==> src/rtl/shift_arbiter_pkg.sv <==
// Shared constants for the two-requester shift arbiter: mode encodings and requester count.
package shift_arbiter_pkg;

    localparam int NUM_REQ = 2;

    typedef enum logic [1:0] {
        MODE_SLL = 2'b00,
        MODE_SRA = 2'b01,
        MODE_ROL = 2'b10,
        MODE_ROR = 2'b11
    } shift_mode_e;

endpackage

==> src/rtl/shift_arbiter_barrel_shifter.sv <==
// Combinational log-depth barrel shifter: stage gi shifts/rotates by 2**gi when amount bit gi is set.
module barrel_shifter
    import shift_arbiter_pkg::*;
#(
    parameter int DSIZE = 64,
    parameter int ASIZE = 6
) (
    input  logic [DSIZE-1:0] data_i,
    input  logic [ASIZE-1:0] amount_i,
    input  logic [1:0]       mode_i,
    output logic [DSIZE-1:0] result_o
);

    shift_mode_e      mode;
    logic [DSIZE-1:0] stage [ASIZE+1];

    assign mode     = shift_mode_e'(mode_i);
    assign stage[0] = data_i;

    for (genvar gi = 0; gi < ASIZE; gi++) begin : g_stage
        localparam int SH = 1 << gi;
        logic [DSIZE-1:0] sll_w;
        logic [DSIZE-1:0] sra_w;
        logic [DSIZE-1:0] rol_w;
        logic [DSIZE-1:0] ror_w;

        // The sign bit survives every arithmetic stage, so each stage may fill from its own MSB.
        assign sll_w = {stage[gi][DSIZE-1-SH:0], {SH{1'b0}}};
        assign sra_w = {{SH{stage[gi][DSIZE-1]}}, stage[gi][DSIZE-1:SH]};
        assign rol_w = {stage[gi][DSIZE-1-SH:0], stage[gi][DSIZE-1:DSIZE-SH]};
        assign ror_w = {stage[gi][SH-1:0], stage[gi][DSIZE-1:SH]};

        assign stage[gi+1] = !amount_i[gi]      ? stage[gi] :
                             (mode == MODE_SLL) ? sll_w     :
                             (mode == MODE_SRA) ? sra_w     :
                             (mode == MODE_ROL) ? rol_w     : ror_w;
    end

    assign result_o = stage[ASIZE];

endmodule

==> src/rtl/shift_arbiter.sv <==
// Two-requester round-robin front end sharing one barrel shifter, with a single
// result register that can be refilled in the same cycle it is drained.
module shift_arbiter
    import shift_arbiter_pkg::*;
#(
    parameter int DSIZE = 64,
    parameter int ASIZE = 6
) (
    input  logic                       clk,
    input  logic                       rst,
    input  logic [NUM_REQ-1:0]         req_valid,
    output logic [NUM_REQ-1:0]         req_ready,
    input  logic [NUM_REQ*DSIZE-1:0]   req_data,
    input  logic [NUM_REQ*ASIZE-1:0]   req_amount,
    input  logic [NUM_REQ*2-1:0]       req_mode,
    output logic                       rsp_valid,
    input  logic                       rsp_ready,
    output logic [DSIZE-1:0]           rsp_data,
    output logic                       rsp_id
);

    logic [DSIZE-1:0] data_arr [NUM_REQ];
    logic [ASIZE-1:0] amt_arr  [NUM_REQ];
    logic [1:0]       mode_arr [NUM_REQ];

    for (genvar gi = 0; gi < NUM_REQ; gi++) begin : g_unpack
        assign data_arr[gi] = req_data[gi*DSIZE +: DSIZE];
        assign amt_arr[gi]  = req_amount[gi*ASIZE +: ASIZE];
        assign mode_arr[gi] = req_mode[gi*2 +: 2];
    end

    logic             rsp_valid_q, rsp_valid_d;
    logic [DSIZE-1:0] rsp_data_q,  rsp_data_d;
    logic             rsp_id_q,    rsp_id_d;
    logic             ptr_q,       ptr_d;

    logic             slot_free;
    logic             grant_id;
    logic             accept;
    logic [DSIZE-1:0] shift_result;

    // Grant depends only on handshake state and the pointer, never on payload.
    always_comb begin
        slot_free = !rsp_valid_q || rsp_ready;
        req_ready = '0;
        grant_id  = 1'b0;
        if (!rst && slot_free) begin
            unique case (req_valid)
                2'b01: begin
                    req_ready = 2'b01;
                    grant_id  = 1'b0;
                end
                2'b10: begin
                    req_ready = 2'b10;
                    grant_id  = 1'b1;
                end
                2'b11: begin
                    grant_id  = ~ptr_q;
                    req_ready = ptr_q ? 2'b01 : 2'b10;
                end
                default: ;
            endcase
        end
    end

    assign accept = |req_ready;

    barrel_shifter #(
        .DSIZE(DSIZE),
        .ASIZE(ASIZE)
    ) u_shifter (
        .data_i  (data_arr[grant_id]),
        .amount_i(amt_arr[grant_id]),
        .mode_i  (mode_arr[grant_id]),
        .result_o(shift_result)
    );

    always_comb begin
        rsp_valid_d = rsp_valid_q;
        rsp_data_d  = rsp_data_q;
        rsp_id_d    = rsp_id_q;
        ptr_d       = ptr_q;
        if (accept) begin
            rsp_valid_d = 1'b1;
            rsp_data_d  = shift_result;
            rsp_id_d    = grant_id;
            ptr_d       = grant_id;
        end else if (rsp_ready) begin
            rsp_valid_d = 1'b0;
        end
    end

    // Pointer resets to 1 so requester 0 wins the first tie.
    always_ff @(posedge clk) begin
        if (rst) begin
            rsp_valid_q <= 1'b0;
            rsp_data_q  <= '0;
            rsp_id_q    <= 1'b0;
            ptr_q       <= 1'b1;
        end else begin
            rsp_valid_q <= rsp_valid_d;
            rsp_data_q  <= rsp_data_d;
            rsp_id_q    <= rsp_id_d;
            ptr_q       <= ptr_d;
        end
    end

    assign rsp_valid = rsp_valid_q;
    assign rsp_data  = rsp_data_q;
    assign rsp_id    = rsp_id_q;

endmodule

==> config.mk <==
export PLATFORM = sky130hd
export DESIGN_NAME = shift_arbiter
export DESIGN_NICKNAME = d
export VERILOG_FILES = /design/src/rtl/shift_arbiter_pkg.sv /design/src/rtl/shift_arbiter_barrel_shifter.sv /design/src/rtl/shift_arbiter.sv
export SDC_FILE = /design/constraint.sdc
export NUM_CORES = 1
export LEC_CHECK = 0
export ABC_CLOCK_PERIOD_IN_PS = 4000
export BUFFER_PORTS_ARGS = -buffer_cell sky130_fd_sc_hd__buf_2
export CORE_MARGIN = 2
export CORE_UTILIZATION = 55
export DETAILED_ROUTE_END_ITERATION = 10
export GPL_ROUTABILITY_DRIVEN = 1
export PLACE_DENSITY = 0.88
export SKIP_LAST_GASP = 1
export SYNTH_ARGS = -nofsm -noshare
export SYNTH_HDL_FRONTEND = slang
export SYNTH_HIERARCHICAL = 1
export SYNTH_SLANG_ARGS = --single-unit
==> constraint.sdc <==
create_clock -name clk -period 4 [get_ports clk]
set_input_delay 0.8 -clock clk [delete_from_list [all_inputs] [get_ports clk]]
set_output_delay 0.8 -clock clk [all_outputs]
set_load 0.05 [all_outputs]
==> results of run 1 <==
## per-stage QoR
| step | utilization | setup TNS [ns] | setup WS (ns) |
|---|---|---|---|
| detailed placement | 0.743 | -28.92 | -0.708 |
| floorplan | - | 0 | 0.0353 |
| global placement | 0.743 | -18.29 | -0.542 |
| CTS | 0.782 | -0.0907 | -0.0315 |
## routing by layer
metal	GRT overflow	global-route usage
met1	122	0.853
met2	432	0.992
met3	97	0.828
met4	227	0.919
met5	15	0.758
## cell families after synthesis
group | count (synthesis) | synth area share
flops | 67 | 0.0865
compound gates | 827 | 0.402
simple gates | 654 | 0.194
buf+inv | 251 | 0.0924
mux | 284 | 0.225
## timing repair
action                     CTS
setup endpoints to repair   60
buffers inserted             9
pin swaps                   16
cloned                       4
resized for setup          124
==> impl_metrics.py, run 1 <==
metrics = {
    "floorplanning": {
        "initial_utilization": 0.558,
        "die_h_um": 172,
        "ios": 217,
        "die_w_um": 172,
        "std_cell_rows": 61,
    },
    "clock_tree": {
        "cts_buffer_depth": 2,
        "cts.sinks": 67,
        "holdBufCountCts": 0,
        "cts_buffers": 9,
        "h-tree-depth": 3,
        "cts_root_buf": "clkbuf_16",
    },
    "synthesis": {
        "synth_most_common_cell": "nor2_1",
        "synth_top_area_frac": 0.110,
        "synthCells": 2083,
        "synth.distinct_cells": 102,
        "synth-seq-cells": 67,
        "syn_area_per_cell_um2": 7.44,
        "syn-num-nets": 2232,
        "synthFlopType": "dfxtp_1",
        "synth-edff-count": 0,
        "synth_top_area_cell": "mux2i_1",
        "netlist_top_cells_count": "220 x nor2_1, 182 x nand2_1, 170 x mux2i_1, 130 x a21oi_1, 96 x o21ai_0",
        "synth_area_mm2": 0.0155,
        "seq_area_frac_synth": 0.0865,
        "synth_warnings": 6,
        "postSynth.asyncResetShare": 0,
        "netlist_top_cells_area": "mux2i_1 11%, dfxtp_1 8.7%, nor2_1 5.3%, mux2_4 4.9%, nand2_1 4.4%",
    },
    "place": {
        "io_buffers": 216,
        "placed_area_mm2": 0.0206,
        "dp_hpwl_um": 67900,
        "placed_cells": 3057,
        "place_congestion": 1.52,
    },
    "status": {
        "lastStage": "5_1_grt",
        "status": "aborted with a tool error",
        "error": "[ERROR GRT-0116] Global routing finished with congestion. Check the congestion regions in the DRC Viewer.",
    },
    "grt": {
        "grt_usage": 0.893,
        "grt.overflow.total": 893,
        "grt_pass1_wl_um": 198000,
        "grt_pass1_vias": 29474,
        "grt_max_degree": 123,
    },
}
==> run 2: changes to the inputs <==
--- a/config.mk
+++ b/config.mk
@@ -5,13 +5,13 @@
 export SDC_FILE = /design/constraint.sdc
 export NUM_CORES = 1
 export LEC_CHECK = 0
-export ABC_CLOCK_PERIOD_IN_PS = 4000
+export ABC_CLOCK_PERIOD_IN_PS = 5200
 export BUFFER_PORTS_ARGS = -buffer_cell sky130_fd_sc_hd__buf_2
 export CORE_MARGIN = 2
-export CORE_UTILIZATION = 55
+export CORE_UTILIZATION = 40
 export DETAILED_ROUTE_END_ITERATION = 10
 export GPL_ROUTABILITY_DRIVEN = 1
-export PLACE_DENSITY = 0.88
+export PLACE_DENSITY_LB_ADDON = 0.15
 export SKIP_LAST_GASP = 1
 export SYNTH_ARGS = -nofsm -noshare
 export SYNTH_HDL_FRONTEND = slang
==> constraint.sdc (replaced) <==
create_clock -name clk -period 5.2 [get_ports clk]
set_input_delay 1.04 -clock clk [delete_from_list [all_inputs] [get_ports clk]]
set_output_delay 1.04 -clock clk [all_outputs]
set_load 0.05 [all_outputs]
==> run 2 against run 1 <==
The flow now finishes without violations. Synthesized area is the same. Synthesized cell count stayed put.
==> impl_metrics.py, run 2 <==
metrics = {
    "status": {
        "status": "finished clean",
    },
    "sta": {
        "fin_crit_ns": 4.93,
        "hold_viol": 0,
        "worst_pin_slew_ns": 0.973,
        "slew_headroom": 0.347,
        "fin_crit_sh": 0.947,
        "setup_violations": 0,
        "rsz0062_at_grt": "false",
        "fin_hold_ws_ns": 0.463,
        "fmax_ghz": 0.203,
        "tns_ns": 0,
        "setup_slack_ns": 0.274,
        "clock_skew_ns": 0.00379,
        "slew_viol_final": 0,
    },
    "final_layout": {
        "final_cells": 2805,
        "layout.nets": 2430,
        "area_growth_pct": 16.1,
        "largest_reg_flops": 64,
        "drive_gt1_frac": 0.288,
        "layout_common_cells": "219 x nor2_1, 216 x buf_2, 189 x buf_4, 182 x nand2_1, 170 x mux2i_1",
        "layout_commonest_cell": "nor2_1",
    },
    "power": {
        "p_seq_frac": 0.139,
        "clkPwrFrac": 0.132,
        "p_per_area_mw_per_mm2": 252,
        "p_comb_frac": 0.728,
        "ir_drop_uv": 215,
        "p_leak_uw": 0.00744,
        "power_switching_uw": 2520,
        "p_int_uw": 2020,
        "swShare": 0.556,
        "p_total_uw": 4540,
    },
    "drt": {
        "wl_per_cell_um": 33.1,
        "drc": 0,
        "viasPerCell": 7.20,
        "wirelength_um": 92800,
        "dr.pass1.iters": 7,
        "ant_nets": 0,
        "dr.first_iter.drc_count": 2927,
        "vias": 20183,
    },
    "clock_tree": {
        "cts_root_buf": "clkbuf_16",
        "h-tree-depth": 3,
        "holdBufCountCts": 0,
        "cts_tree": "done",
        "cts.sinks": 67,
        "cts_resized": 0,
        "clk-insertion-delay-late_ns": 0.34,
        "postCtsSetupBuffers": 0,
        "cts.clk_slew.worst_paths_ns": 0.06,
        "cts_buffer_depth": 2,
        "cts_buffers": 9,
    },
    "critical_path": {
        "worst-r2r-setup-slack_ns": 0.79,
        "cp_max_fo": 32,
        "cp-startpoint": "rsp_ready",
        "end_kind": "flop",
        "timing.rr.start": "rsp_valid",
        "critPathKind": "in -> reg",
        "cp_data_arrival_time_ns": 5.15,
        "timing.rr.end": "rsp_data[42]",
        "required_ns": 5.42,
        "rr_worst_depth": 17,
        "critPathLaunchType": "primary input",
        "worstSetupEndpoint": "rsp_data[42]",
    },
    "synthesis": {
        "netlist_top_cells_area": "mux2i_1 11%, dfxtp_1 8.7%, nor2_1 5.3%, mux2_4 4.9%, nand2_1 4.4%",
        "synth-edff-count": 0,
        "synth-seq-cells": 67,
        "synthFlopType": "dfxtp_1",
        "synth_area_mm2": 0.0155,
        "synthCells": 2083,
        "synth_top_area_frac": 0.110,
        "seq_area_frac_synth": 0.0865,
        "synth_top_area_cell": "mux2i_1",
        "synth_most_common_cell": "nor2_1",
        "postSynth.asyncResetShare": 0,
        "synth_warnings": 6,
        "syn_area_per_cell_um2": 7.44,
        "synth.distinct_cells": 102,
        "netlist_top_cells_count": "220 x nor2_1, 182 x nand2_1, 170 x mux2i_1, 130 x a21oi_1, 96 x o21ai_0",
        "syn-num-nets": 2232,
    },
    "floorplanning": {
        "std_cell_rows": 72,
        "die_area_mm2": 0.0404,
        "ios": 217,
        "coreArea_mm2": 0.0385,
        "die_h_um": 201,
        "die_w_um": 201,
        "initial_utilization": 0.403,
    },
    "grt": {
        "antenna_found_initial": 4,
        "grt_pass1_wl_um": 134000,
        "grt_pass1_vias": 18727,
        "grt_max_degree": 92,
        "grt.overflow.total": 0,
        "grt_usage": 0.444,
    },
    "place": {
        "pre_cts_slack_ns": 0.0613,
        "place_congestion": 1.12,
        "dp_hpwl_um": 73200,
        "placed_cells": 2788,
        "io_buffers": 216,
    },
    "run": {
        "cap_violations": 0,
    },
    "hold_path": {
        "hold_class": "reg -> reg",
    },
}
-- run 2: cell counts after synthesis --
Identical to the previous run, type by type.
-- run 2: worst min-delay path by stage --
| stage | cells past startpoint | endpoint | slack, ns | startpoint |
|---|---|---|---|---|
| floorplan | 3 | ptr_q | 0.56 | ptr_q |
| global placement | 2 | rsp_id | 0.44 | rsp_id |
| detailed placement | 2 | rsp_id | 0.46 | rsp_id |
| CTS | 2 | rsp_id | 0.47 | rsp_id |
| global route | 2 | rsp_id | 0.48 | rsp_id |
| finish | 2 | rsp_id | 0.46 | rsp_id |
-- run 2: cell families (layout without fill, tap and decap cells) --
family | Yosys count | count (layout) | synth area share
muxes | 284 | 284 | 0.225
DFF | 67 | 67 | 0.0865
and+or+nand+nor | 654 | 654 | 0.194
AOI/OAI and AO/OA | 827 | 827 | 0.402
other | 0 | 1 | 0
buffers and inverters | 251 | 454 | 0.0924
-- run 2: layout make-up --
type                    instances  area [µm²]
fillers                      3930       20500
multi-input cells            1765       12800
repair buffers                423        2860
flip-flops and latches         67        1340
well taps                     518         648
clock buffers                  11         253
inverters                      15        58.8
clock inverters                 5        36.3
diodes                          1        2.50
-- run 2: critical path, stage by stage --
cell and delay [ns]:
buf_2 0.11, nand2b_2 0.13, o2111a_4 0.32, buf_4 0.21, mux2_4 0.40, buf_12 0.21, inv_1 0.10, buf_4 0.19
o21ai_0 0.11, o22ai_1 0.52, o221ai_1 0.32, a211oi_1 0.70, a21oi_1 0.16, o21a_1 0.17, a2bb2oi_1 0.14, buf_4 0.17
nand4_1 0.07, nand2_1 0.07
-- run 2: power by group through the flow --
| stage | logic [µW] | registers, µW | clock network (µW) |
|---|---|---|---|
| finish | 3310 | 633 | 600 |
| floorplan | 1760 | 842 | 0 |
| detailed placement | 3160 | 639 | 0 |
| global route | 3400 | 637 | 626 |
| CTS | 3180 | 629 | 601 |
| global placement | 3170 | 637 | 0 |
-- run 2: through the flow --
step	instance area, µm²	utilization
floorplan	15500	-
global placement	17700	0.460
detailed placement	17700	0.460
CTS	18000	0.468
global route	18000	0.468
finish	18000	0.468
-- run 2: routing by layer --
metal  vias to the layer above  wire length (µm)  GRT usage
li1                       8600                 -          -
met1                      9776             37700      0.582
met2                      1519             39600      0.680
met3                       284             10000      0.110
met4                         4              5440      0.212
met5                         -                25          0
(Power assumes the default switching activity.)
==> run 3: changes to the inputs <==
--- a/config.mk
+++ b/config.mk
@@ -11,8 +11,8 @@
 export CORE_UTILIZATION = 40
 export DETAILED_ROUTE_END_ITERATION = 10
 export GPL_ROUTABILITY_DRIVEN = 1
-export PLACE_DENSITY_LB_ADDON = 0.15
 export SKIP_LAST_GASP = 1
+export SLEW_MARGIN = 10
 export SYNTH_ARGS = -nofsm -noshare
 export SYNTH_HDL_FRONTEND = slang
 export SYNTH_HIERARCHICAL = 1
==> run 3 against run 2 <==
Fmax fell by 2.4%. Critical endpoint is now rsp_data[19]. Sequential power fell by 1%. Clock-buffer cell count fell by 2. Via count rose by 1.1%. Largest cell class unchanged.
==> impl_metrics.py, run 3 (same netlist as run 2, synthesis figures left out) <==
metrics = {
    "final_layout": {
        "n_fill_cell": 3902,
        "layout.nets": 2456,
        "drive_gt1_frac": 0.296,
        "final_util": 0.476,
        "n_antenna_cell": 0,
        "layout_common_cells": "219 x nor2_1, 216 x buf_2, 210 x buf_4, 182 x nand2_1, 170 x mux2i_1",
        "layout_commonest_cell": "nor2_1",
        "largest_reg_flops": 64,
        "area_growth_pct": 18.0,
    },
    "sta": {
        "slew_headroom": 0.203,
        "slew_viol_final": 0,
        "hold_viol": 0,
        "fin_hold_ws_ns": 0.458,
        "fmax_ghz": 0.198,
        "setup_violations": 0,
        "rsz0062_at_grt": "false",
        "worst_pin_slew_ns": 1.20,
        "clock_skew_ns": 0.00953,
        "setup_slack_ns": 0.153,
        "fin_crit_sh": 0.971,
        "fin_crit_ns": 5.05,
    },
    "power": {
        "p_per_area_mw_per_mm2": 254,
        "swShare": 0.543,
        "p_leak_uw": 0.00762,
        "p_seq_frac": 0.134,
        "p_comb_frac": 0.717,
        "p_int_uw": 2130,
        "power_switching_uw": 2530,
        "ir_drop_uv": 215,
        "clkPwrFrac": 0.149,
    },
    "drt": {
        "wl_per_cell_um": 32.2,
        "dr.first_iter.drc_count": 3330,
        "wirelength_um": 91100,
        "drc": 0,
        "ant_nets": 0,
        "viasPerCell": 7.21,
        "vias": 20402,
        "dr.pass1.iters": 6,
    },
    "clock_tree": {
        "clk-insertion-delay-late_ns": 0.34,
        "cts_root_buf": "clkbuf_16",
        "holdBufCountCts": 0,
        "cts.sinks": 67,
        "cts_buffers": 9,
        "cts.clk_slew.worst_paths_ns": 0.06,
        "cts_buffer_depth": 2,
        "cts_tree": "done",
        "h-tree-depth": 3,
    },
    "floorplanning": {
        "die_area_mm2": 0.0404,
        "std_cell_rows": 72,
        "initial_utilization": 0.403,
        "die_h_um": 201,
        "coreArea_mm2": 0.0385,
        "die_w_um": 201,
        "ios": 217,
    },
    "grt": {
        "grt_max_degree": 99,
        "grt_pass1_wl_um": 134000,
        "grt_pass1_vias": 19224,
        "grt_usage": 0.438,
        "antenna_found_initial": 2,
        "grt.overflow.total": 0,
    },
    "run": {
        "cap_violations": 0,
    },
    "critical_path": {
        "critPathKind": "in -> reg",
        "critPathLaunchType": "primary input",
        "cp_data_arrival_time_ns": 5.27,
        "cp_max_fo": 37,
        "end_kind": "flop",
        "required_ns": 5.42,
    },
    "hold_path": {
        "hold_class": "reg -> reg",
    },
    "place": {
        "dp_hpwl_um": 71100,
        "pre_cts_slack_ns": -0.157,
        "io_buffers": 216,
        "place_congestion": 1.12,
    },
    "status": {
        "status": "finished clean",
    },
}
-- run 3: cell types whose count changed in the layout (fill, tap and decap cells not counted) --
cell / change
clkbuf_8: -2
a2111oi_0: +1
bufinv_16: +2
o21ai_2: +1
a2111oi_1: -1
diode_2: -1
clkinv_2: -1
clkinvlp_4: -2
buf_12: +5
inv_6: +2
inv_8: +1
buf_4: +21
o21ai_1: -1
-- run 3: power groups by stage --
| stage | Clock (µW) | Sequential, µW | Combinational (µW) |
|---|---|---|---|
| finish | 692 | 624 | 3340 |
| detailed placement | 0 | 634 | 3180 |
| global route | 724 | 631 | 3450 |
| CTS | 696 | 623 | 3190 |
| floorplan | 0 | 842 | 1760 |
| global placement | 0 | 632 | 3180 |
-- run 3: repair_timing --
action,CTS,global route
resized for setup,0,1
setup buffers,0,0
endpoints found under the hold margin,0,0
endpoints found under the setup margin,0,1
-- run 3: worst max-delay path, stage by stage --
cell and delay [ns]:
buf_2 0.14, inv_2 0.05, o2111a_4 0.36, mux2_8 0.50
buf_4 0.32, mux2_2 0.37, mux2i_1 0.35, mux2i_1 0.15
buf_4 0.22, a222oi_1 0.60, nand2_1 0.22, and3_1 0.19
o21ai_1 0.21, o22ai_1 0.15, buf_4 0.22, nand4_1 0.07
nand2_1 0.07
-- run 3: path summary, 6_finish.rpt --
kind / slack (ns) / cells past startpoint / startpoint / to
worst max-delay path: 0.15 / 17 / req_valid[0] / rsp_data[19]
worst min-delay path: 0.46 / 2 / rsp_id / rsp_id
worst max register to register: 0.65 / 16 / ptr_q / rsp_data[19]
worst min register to register: 0.46 / 2 / rsp_id / rsp_id
-- run 3: final cells by class --
cell class                      instances  area, µm²  share of cell area
Multi-Input combinational cell       1765      12800               0.700
Clock inverter                          7        105             0.00574
Clock buffer                            9        225              0.0123
Inverter                               15       58.8             0.00321
Tap cell                              518        648              0.0354
Sequential cell                        67       1340              0.0733
Timing Repair Buffer                  449       3120               0.170
-- run 3: metal layers --
layer  GRT usage  part of all wire  up-vias
met4       0.199             0.055        0
met1       0.573              0.39     9860
met5           0                 0        -
met2       0.669              0.43     1574
li1            -                 -     8648
met3       0.119              0.13      320
-- run 3: metrics by stage --
step	cell area, µm²	cells	power, µW	TNS, ns
after floorplan	15500	2083	2600	0
after global placement	18000	2814	3810	-0.262
after detailed placement	18000	2814	3820	-0.255
after CTS	18300	2830	4510	0
after global routing	18300	2830	4800	0
final	18300	2830	4660	0
